**config.mk**
```make
export PLATFORM = sky130hd
export DESIGN_NAME = matmul_operand_sequencer_flat
export DESIGN_NICKNAME = d
export VERILOG_FILES = /design/src/rtl/matmul_pkg.sv /design/src/rtl/matmul_operand_sequencer_if.sv /design/src/rtl/matmul_operand_bank.sv /design/src/rtl/matmul_operand_sequencer.sv /design/src/flat_wrapper.sv
export SDC_FILE = /design/constraint.sdc
export NUM_CORES = 1
export LEC_CHECK = 0
export ABC_AREA = 1
export CAP_MARGIN = 5
export CELL_PAD_IN_SITES_DETAIL_PLACEMENT = 2
export CELL_PAD_IN_SITES_GLOBAL_PLACEMENT = 2
export CORE_AREA = 8 8 223 225
export CTS_BUF_LIST = sky130_fd_sc_hd__clkbuf_4 sky130_fd_sc_hd__clkbuf_8
export DETAILED_ROUTE_END_ITERATION = 12
export DIE_AREA = 0 0 231 233
export PLACE_DENSITY_LB_ADDON = 0.1
export SLEW_MARGIN = 40
export SYNTH_ARGS = -nofsm -noshare
export SYNTH_HDL_FRONTEND = slang
export SYNTH_SLANG_ARGS = --single-unit
```
**constraint.sdc**
```tcl
create_clock -name clk -period 2.7 [get_ports clk]
set_input_delay 0.54 -clock clk [delete_from_list [all_inputs] [get_ports clk]]
set_output_delay 0.54 -clock clk [all_outputs]
set_load 0.02 [all_outputs]
```
**src/rtl/matmul_pkg.sv**
```systemverilog
// Shared constants, FSM state encoding and index helpers for the 4x4 operand sequencer.
package matmul_pkg;

    localparam int DW = 8;
    localparam int RW = 16;
    localparam int N  = 4;

    typedef enum logic [1:0] {
        IDLE  = 2'd0,
        ISSUE = 2'd1,
        EMIT  = 2'd2,
        DONE  = 2'd3
    } state_t;

    function automatic logic [1:0] row(input logic [3:0] idx);
        return idx[3:2];
    endfunction

    function automatic logic [1:0] col(input logic [3:0] idx);
        return idx[1:0];
    endfunction

endpackage

```
**src/rtl/matmul_operand_sequencer_if.sv**
```systemverilog
// Write port, control, PE operand and result stream signals of the operand sequencer.
interface matmul_operand_sequencer_if;
    import matmul_pkg::*;

    logic          wr_en;
    logic          wr_sel;
    logic [3:0]    wr_addr;
    logic [DW-1:0] wr_data;
    logic          start;
    logic          busy;
    logic          done;
    logic [DW-1:0] pe_a1, pe_a2, pe_a3, pe_a4;
    logic [DW-1:0] pe_b1, pe_b2, pe_b3, pe_b4;
    logic [RW-1:0] pe_c;
    logic          res_valid;
    logic          res_ready;
    logic [3:0]    res_idx;
    logic [RW-1:0] res_data;

    modport master (
        input  wr_en, wr_sel, wr_addr, wr_data, start, pe_c, res_ready,
        output busy, done, pe_a1, pe_a2, pe_a3, pe_a4, pe_b1, pe_b2, pe_b3, pe_b4,
               res_valid, res_idx, res_data
    );

    modport slave (
        output wr_en, wr_sel, wr_addr, wr_data, start, pe_c, res_ready,
        input  busy, done, pe_a1, pe_a2, pe_a3, pe_a4, pe_b1, pe_b2, pe_b3, pe_b4,
               res_valid, res_idx, res_data
    );

endinterface

```
**src/rtl/matmul_operand_bank.sv**
```systemverilog
// 4x4 element register file with one write port and a 4-wide row or column read.
module matmul_operand_bank
    import matmul_pkg::*;
#(
    parameter bit COL_READ = 1'b0
)
(
    input  logic          clk,
    input  logic          rst_n,
    input  logic          we,
    input  logic [3:0]    waddr,
    input  logic [DW-1:0] wdata,
    input  logic [1:0]    rd_sel,
    output logic [DW-1:0] rd_data [N]
);

    logic [DW-1:0] mem [N*N];

    always_ff @(posedge clk) begin
        if (!rst_n) begin
            for (int e = 0; e < N*N; e++) mem[e] <= '0;
        end else if (we) begin
            mem[waddr] <= wdata;
        end
    end

    // A write in the same cycle is forwarded so start+write loads the new value.
    for (genvar k = 0; k < N; k++) begin : g_rd
        logic [3:0] ra;
        assign ra         = COL_READ ? {2'(k), rd_sel} : {rd_sel, 2'(k)};
        assign rd_data[k] = (we && waddr == ra) ? wdata : mem[ra];
    end

endmodule

```
**src/rtl/matmul_operand_sequencer.sv**
```systemverilog
// Walks the 16 (row, col) pairs of C = A x B, feeding the external dot-product PE
// and streaming each result out over a valid/ready port.
//
//  state | meaning
//  IDLE  | banks writable, waiting for start
//  ISSUE | operands on the PE, result settling
//  EMIT  | result offered, waiting for res_ready
//  DONE  | done pulse high, returning to IDLE
module matmul_operand_sequencer
    import matmul_pkg::*;
(
    input  logic                         clk,
    input  logic                         rst_n,
    matmul_operand_sequencer_if.master   bus
);

    state_t        state;
    logic [3:0]    idx;
    logic [3:0]    ld_idx;
    logic          wr_ok;
    logic [DW-1:0] a_row [N];
    logic [DW-1:0] b_col [N];

    logic          busy_q;
    logic          done_q;
    logic          res_valid_q;
    logic [3:0]    res_idx_q;
    logic [RW-1:0] res_data_q;
    logic [DW-1:0] pe_a_q [N];
    logic [DW-1:0] pe_b_q [N];

    assign wr_ok  = bus.wr_en && (state == IDLE);
    assign ld_idx = (state == IDLE) ? 4'd0 : idx + 4'd1;

    matmul_operand_bank #(.COL_READ(1'b0)) u_bank_a (
        .clk     (clk),
        .rst_n   (rst_n),
        .we      (wr_ok && !bus.wr_sel),
        .waddr   (bus.wr_addr),
        .wdata   (bus.wr_data),
        .rd_sel  (row(ld_idx)),
        .rd_data (a_row)
    );

    matmul_operand_bank #(.COL_READ(1'b1)) u_bank_b (
        .clk     (clk),
        .rst_n   (rst_n),
        .we      (wr_ok && bus.wr_sel),
        .waddr   (bus.wr_addr),
        .wdata   (bus.wr_data),
        .rd_sel  (col(ld_idx)),
        .rd_data (b_col)
    );

    always_ff @(posedge clk) begin
        if (!rst_n) begin
            state       <= IDLE;
            idx         <= '0;
            busy_q      <= 1'b0;
            done_q      <= 1'b0;
            res_valid_q <= 1'b0;
            res_idx_q   <= '0;
            res_data_q  <= '0;
            for (int k = 0; k < N; k++) begin
                pe_a_q[k] <= '0;
                pe_b_q[k] <= '0;
            end
        end else begin
            done_q <= 1'b0;
            case (state)
                IDLE: begin
                    if (bus.start) begin
                        idx    <= '0;
                        pe_a_q <= a_row;
                        pe_b_q <= b_col;
                        busy_q <= 1'b1;
                        state  <= ISSUE;
                    end
                end
                ISSUE: begin
                    res_data_q  <= bus.pe_c;
                    res_idx_q   <= idx;
                    res_valid_q <= 1'b1;
                    state       <= EMIT;
                end
                EMIT: begin
                    if (res_valid_q && bus.res_ready) begin
                        res_valid_q <= 1'b0;
                        if (idx == 4'd15) begin
                            done_q <= 1'b1;
                            busy_q <= 1'b0;
                            state  <= DONE;
                        end else begin
                            idx    <= ld_idx;
                            pe_a_q <= a_row;
                            pe_b_q <= b_col;
                            state  <= ISSUE;
                        end
                    end
                end
                DONE: begin
                    state <= IDLE;
                end
                default: begin
                    state <= IDLE;
                end
            endcase
        end
    end

    assign bus.busy      = busy_q;
    assign bus.done      = done_q;
    assign bus.res_valid = res_valid_q;
    assign bus.res_idx   = res_idx_q;
    assign bus.res_data  = res_data_q;
    assign bus.pe_a1     = pe_a_q[0];
    assign bus.pe_a2     = pe_a_q[1];
    assign bus.pe_a3     = pe_a_q[2];
    assign bus.pe_a4     = pe_a_q[3];
    assign bus.pe_b1     = pe_b_q[0];
    assign bus.pe_b2     = pe_b_q[1];
    assign bus.pe_b3     = pe_b_q[2];
    assign bus.pe_b4     = pe_b_q[3];

endmodule

```
**src/flat_wrapper.sv**
```systemverilog
// flat-port wrapper written by rule: the top's interface ports become plain ports
module matmul_operand_sequencer_flat import matmul_pkg::*;
  (clk, rst_n, bus_wr_en, bus_wr_sel, bus_wr_addr, bus_wr_data, bus_start, bus_pe_c, bus_res_ready, bus_busy, bus_done, bus_pe_a1, bus_pe_a2, bus_pe_a3, bus_pe_a4, bus_pe_b1, bus_pe_b2, bus_pe_b3, bus_pe_b4, bus_res_valid, bus_res_idx, bus_res_data);
  matmul_operand_sequencer_if bus_i ();
  input  logic clk;
  input  logic rst_n;
  input wire logic [$bits(bus_i.wr_en)-1:0] bus_wr_en;
  input wire logic [$bits(bus_i.wr_sel)-1:0] bus_wr_sel;
  input wire logic [$bits(bus_i.wr_addr)-1:0] bus_wr_addr;
  input wire logic [$bits(bus_i.wr_data)-1:0] bus_wr_data;
  input wire logic [$bits(bus_i.start)-1:0] bus_start;
  input wire logic [$bits(bus_i.pe_c)-1:0] bus_pe_c;
  input wire logic [$bits(bus_i.res_ready)-1:0] bus_res_ready;
  output wire logic [$bits(bus_i.busy)-1:0] bus_busy;
  output wire logic [$bits(bus_i.done)-1:0] bus_done;
  output wire logic [$bits(bus_i.pe_a1)-1:0] bus_pe_a1;
  output wire logic [$bits(bus_i.pe_a2)-1:0] bus_pe_a2;
  output wire logic [$bits(bus_i.pe_a3)-1:0] bus_pe_a3;
  output wire logic [$bits(bus_i.pe_a4)-1:0] bus_pe_a4;
  output wire logic [$bits(bus_i.pe_b1)-1:0] bus_pe_b1;
  output wire logic [$bits(bus_i.pe_b2)-1:0] bus_pe_b2;
  output wire logic [$bits(bus_i.pe_b3)-1:0] bus_pe_b3;
  output wire logic [$bits(bus_i.pe_b4)-1:0] bus_pe_b4;
  output wire logic [$bits(bus_i.res_valid)-1:0] bus_res_valid;
  output wire logic [$bits(bus_i.res_idx)-1:0] bus_res_idx;
  output wire logic [$bits(bus_i.res_data)-1:0] bus_res_data;
  assign bus_i.wr_en = bus_wr_en;
  assign bus_i.wr_sel = bus_wr_sel;
  assign bus_i.wr_addr = bus_wr_addr;
  assign bus_i.wr_data = bus_wr_data;
  assign bus_i.start = bus_start;
  assign bus_i.pe_c = bus_pe_c;
  assign bus_i.res_ready = bus_res_ready;
  assign bus_busy = bus_i.busy;
  assign bus_done = bus_i.done;
  assign bus_pe_a1 = bus_i.pe_a1;
  assign bus_pe_a2 = bus_i.pe_a2;
  assign bus_pe_a3 = bus_i.pe_a3;
  assign bus_pe_a4 = bus_i.pe_a4;
  assign bus_pe_b1 = bus_i.pe_b1;
  assign bus_pe_b2 = bus_i.pe_b2;
  assign bus_pe_b3 = bus_i.pe_b3;
  assign bus_pe_b4 = bus_i.pe_b4;
  assign bus_res_valid = bus_i.res_valid;
  assign bus_res_idx = bus_i.res_idx;
  assign bus_res_data = bus_i.res_data;
  matmul_operand_sequencer u_core (.clk(clk), .rst_n(rst_n), .bus(bus_i));
endmodule
```
==> results.txt <==
Hold timing on the final database bottoms out at a slack of 0.362 ns. The number of buffers added for setup after CTS is 0. The initial utilization of the core area, before any placement, comes to 0.347.

The congestion estimate from routability-driven global placement came to 0.814. The wire length of the first global-routing pass is 88600 um. The area growth from synthesis to final layout came out at 23.1%. The largest clock skew in the final design is 0.0262 ns. The floorplan step set the die width to 231 um.

The worst setup path is captured at a register. Before antenna repair, the detailed router went through 9 iterations. The final routed wirelength across all metal layers came out at 58200 um. The share of the core filled with cells is 0.428. The startpoint type of the worst setup path is a register.

The number of remaining DRC errors is 0. The synthesized area per cell came out at 8.83 um2. The depth of the CTS H-tree came out at 3. The most common cell after layout, fill and taps aside is nor2_1. The number of maximum-capacitance violations came out at 0.

Synthesis produced a netlist whose cell count is 1813. The fraction of layout cells with a size suffix above 1 came out at 0.125. The total vias in the final route is 13344. The count of pins on the block boundary is 121. Counting the buffers created by CTS gives 66. The post-cts resize count came out at 0. The number of antenna violations at the first check in global routing came out at 1. In this run, the number of DRC markers left after iteration 0 of detailed routing was 503. Buffers inserted to repair hold after CTS numbered 0. The delay of the slowest critical-path stage is 0.46 ns. In this run the deepest clock path goes through 3 buffers. The number of buffers added on ports came out at 120. Global routing finished with a remaining overflow of 0.

Among all flip-flop cells after synthesis, the most frequent one is edfxtp_1. The final cell area excluding filler cells came out at 19700 um2. Leaving out fill and tap cells, the most frequent cells in the layout are nor2_1, nand2_1, edfxtp_1. The worst min-delay path class is in2reg. Traced cell by cell, the critical path runs through ha_1, nand2_1, nand3_2, buf_4, nand2_1, o211ai_1, nand2_1, nand2_1, nand3_1, nand2_1, inv_1.

Along the worst path, the maximum fanout reaches 40. Counting every net in the synthesized netlist gives 1848. The worst-case headroom to the max-slew limit came out at 0.581. Setup violations remaining at the end of the flow were counted as 0.

IR analysis of the VDD net gives a maximum drop of 0.403 mV. Together, buffers and inverters on the worst path number 2. The area of combinational cells with multiple inputs came out at 5400 um2.

The CTS tree is yes. Grouping stages by cell kind, the critical path spends the most delay in simple AND/OR/NAND/NOR gates. The clock tree root driver cell is clkbuf_8.

Across every metal layer, demand over resource in global routing totals 0.216. The run finished with clean final reports. The full die area came out at 53800 um2. The clock-pin transition on the worst setup and hold timing paths is 0.06 ns.

Yosys mapped a number of flops with a built-in enable equal to 256. The number of distinct standard cells referenced by the synthesized netlist is 30. For this design the ratio of total power to cell area is 668 nW/um2. The region available for standard cell placement spans 46100 um2. The leakage power is 0.00847 uW.

Setup repair after global routing left no endpoint under its margin. In this run the core area contains 79 standard-cell rows. The sequential-to-total area share from yosys stat is 0.597. In the synthesized netlist the async set-or-reset flop fraction comes to 0. The max-slew violation total from the final report came out at 0. The insertion delay of the later-clocked pin in the worst-skew pair came out at 0.64 ns. The number of inserted filler cells in the final layout is 5073. The TritonCTS sink count is 349.

The period utilization is 0.863. The final setup TNS is 0 ns. The critical path is of the reg2reg type. The Yosys step of the flow raised 0 warnings.

STA puts the critical path data arrival time at 2.85 ns. The actual transition at the worst max-transition pin is 0.629 ns. In the final routed layout, each cell accounts on average for 22.1 um. The combined area of all synthesized cells came out at 16000 um2. The total power consumption of the routed design is 13100 uW. The placed instances occupy a cell area of 18400 um2. The via count of the first global-routing pass came out at 14725. The post-layout minimum cycle time came out at 2.33 ns. The largest individual stage delay along the critical path comes from the cell dfxtp_1.

The pin count of the biggest net entering global routing came out at 65. The final net count is 2014. The number of failing hold endpoints at the final stage came out at 0. The register area is 9550 um2. In this run the remaining antenna-violating nets after routing total 0.

The HPWL after detailed placement is 39100 um. The flip-flop and latch count after synthesis came out at 349. In the routed layout, each cell is associated on average with a via count of 5.06. The chip height is 233 um. The required time at the worst-slack endpoint came out at 3.22 ns.

The top achievable clock speed came out at 429 MHz. Among the stages of the critical path, the cell type that occurs most often is nand2_1.
-- stage by stage --
stage	setup slack, ns	instances
floorplan	0.599	1813
global placement	0.194	2518
detailed placement	0.136	2518
CTS	0.375	2634
global route	0.226	2635
finish	0.370	2635
-- final cells by class --
type                            instances  share of cell area
Sequential cell                       349               0.485
Timing Repair Buffer                  207               0.106
Clock inverter                         17             0.00654
Tap cell                              607              0.0386
Antenna cell                            1            0.000127
Clock buffer                           99              0.0606
Multi-Input combinational cell       1202               0.274
Inverter                              153              0.0293
-- worst reg2reg max path: stages (launching register included) --
cell	delay, ns
dfxtp_1	0.46
ha_1	0.29
nand2_1	0.09
nand3_2	0.19
buf_4	0.42
nand2_1	0.18
o211ai_1	0.13
nand2_1	0.19
nand2_1	0.12
nand3_1	0.08
nand2_1	0.06
inv_1	0.03
-- per-layer routing --
layer  part of all wire  vias up  GRT usage
met5                  0        -          0
met3              0.033      128     0.0363
li1                   -     6298          -
met1               0.41     6696      0.249
met4              0.045        0      0.104
met2               0.51      222      0.387
-- kinds of logic after synthesis --
| kind of cell | count (synthesis) | share of synthesized area |
|---|---|---|
| simple gates | 973 | 0.251 |
| flops | 349 | 0.597 |
| xor+xnor | 1 | 0.00102 |
| buf+inv | 262 | 0.0661 |
| compound gates | 227 | 0.0848 |
| fa+ha+maj | 1 | 0.000782 |
-- where the power goes --
part | internal (uW) | switching [uW]
Sequential | 6020 | 130
Clock | 3000 | 2290
Combinational | 589 | 1120
-- registers in the layout (all words and copies together) (netlist names), 4 cells and up --
register,count
u_core.bus.pe_a1,8
u_core.bus.pe_a2,8
u_core.bus.pe_a3,8
u_core.bus.pe_a4,8
u_core.bus.pe_b1,8
u_core.bus.pe_b2,8
u_core.bus.pe_b3,8
u_core.bus.pe_b4,8
u_core.bus.res_data,16
u_core.bus.res_idx,4
u_core.idx,4
u_core.u_bank_a.mem,128
u_core.u_bank_b.mem,128
-- worst paths after layout --
path                   start                      to  slack [ns]  cells past startpoint
max            u_core.idx[0]     u_core.bus.pe_a4[3]        0.37                     11
min                    rst_n  u_core.bus.res_data[5]        0.36                      3
max reg2reg    u_core.idx[0]     u_core.bus.pe_a4[3]        0.37                     11
min reg2reg  u_core.bus.busy         u_core.bus.busy        0.49                      2
-- Yosys cell counts (5+ instances only) --
master	instances	area, um2
nor2_1	421	1580
inv_2	11	41.3
clkinv_1	9	33.8
o21ai_0	86	430
inv_1	133	499
buf_2	38	190
nand2_1	411	1540
nand4_1	5	31.3
dfxtp_1	93	1860
nand3_2	26	260
buf_4	7	52.6
o22ai_1	8	50.1
o211ai_1	80	601
a21oi_1	50	250
edfxtp_1	256	7690
nor2_2	11	68.8
clkbuf_1	61	229
nand3_1	90	450
No activity file was read; power rests on OpenSTA's default activity.
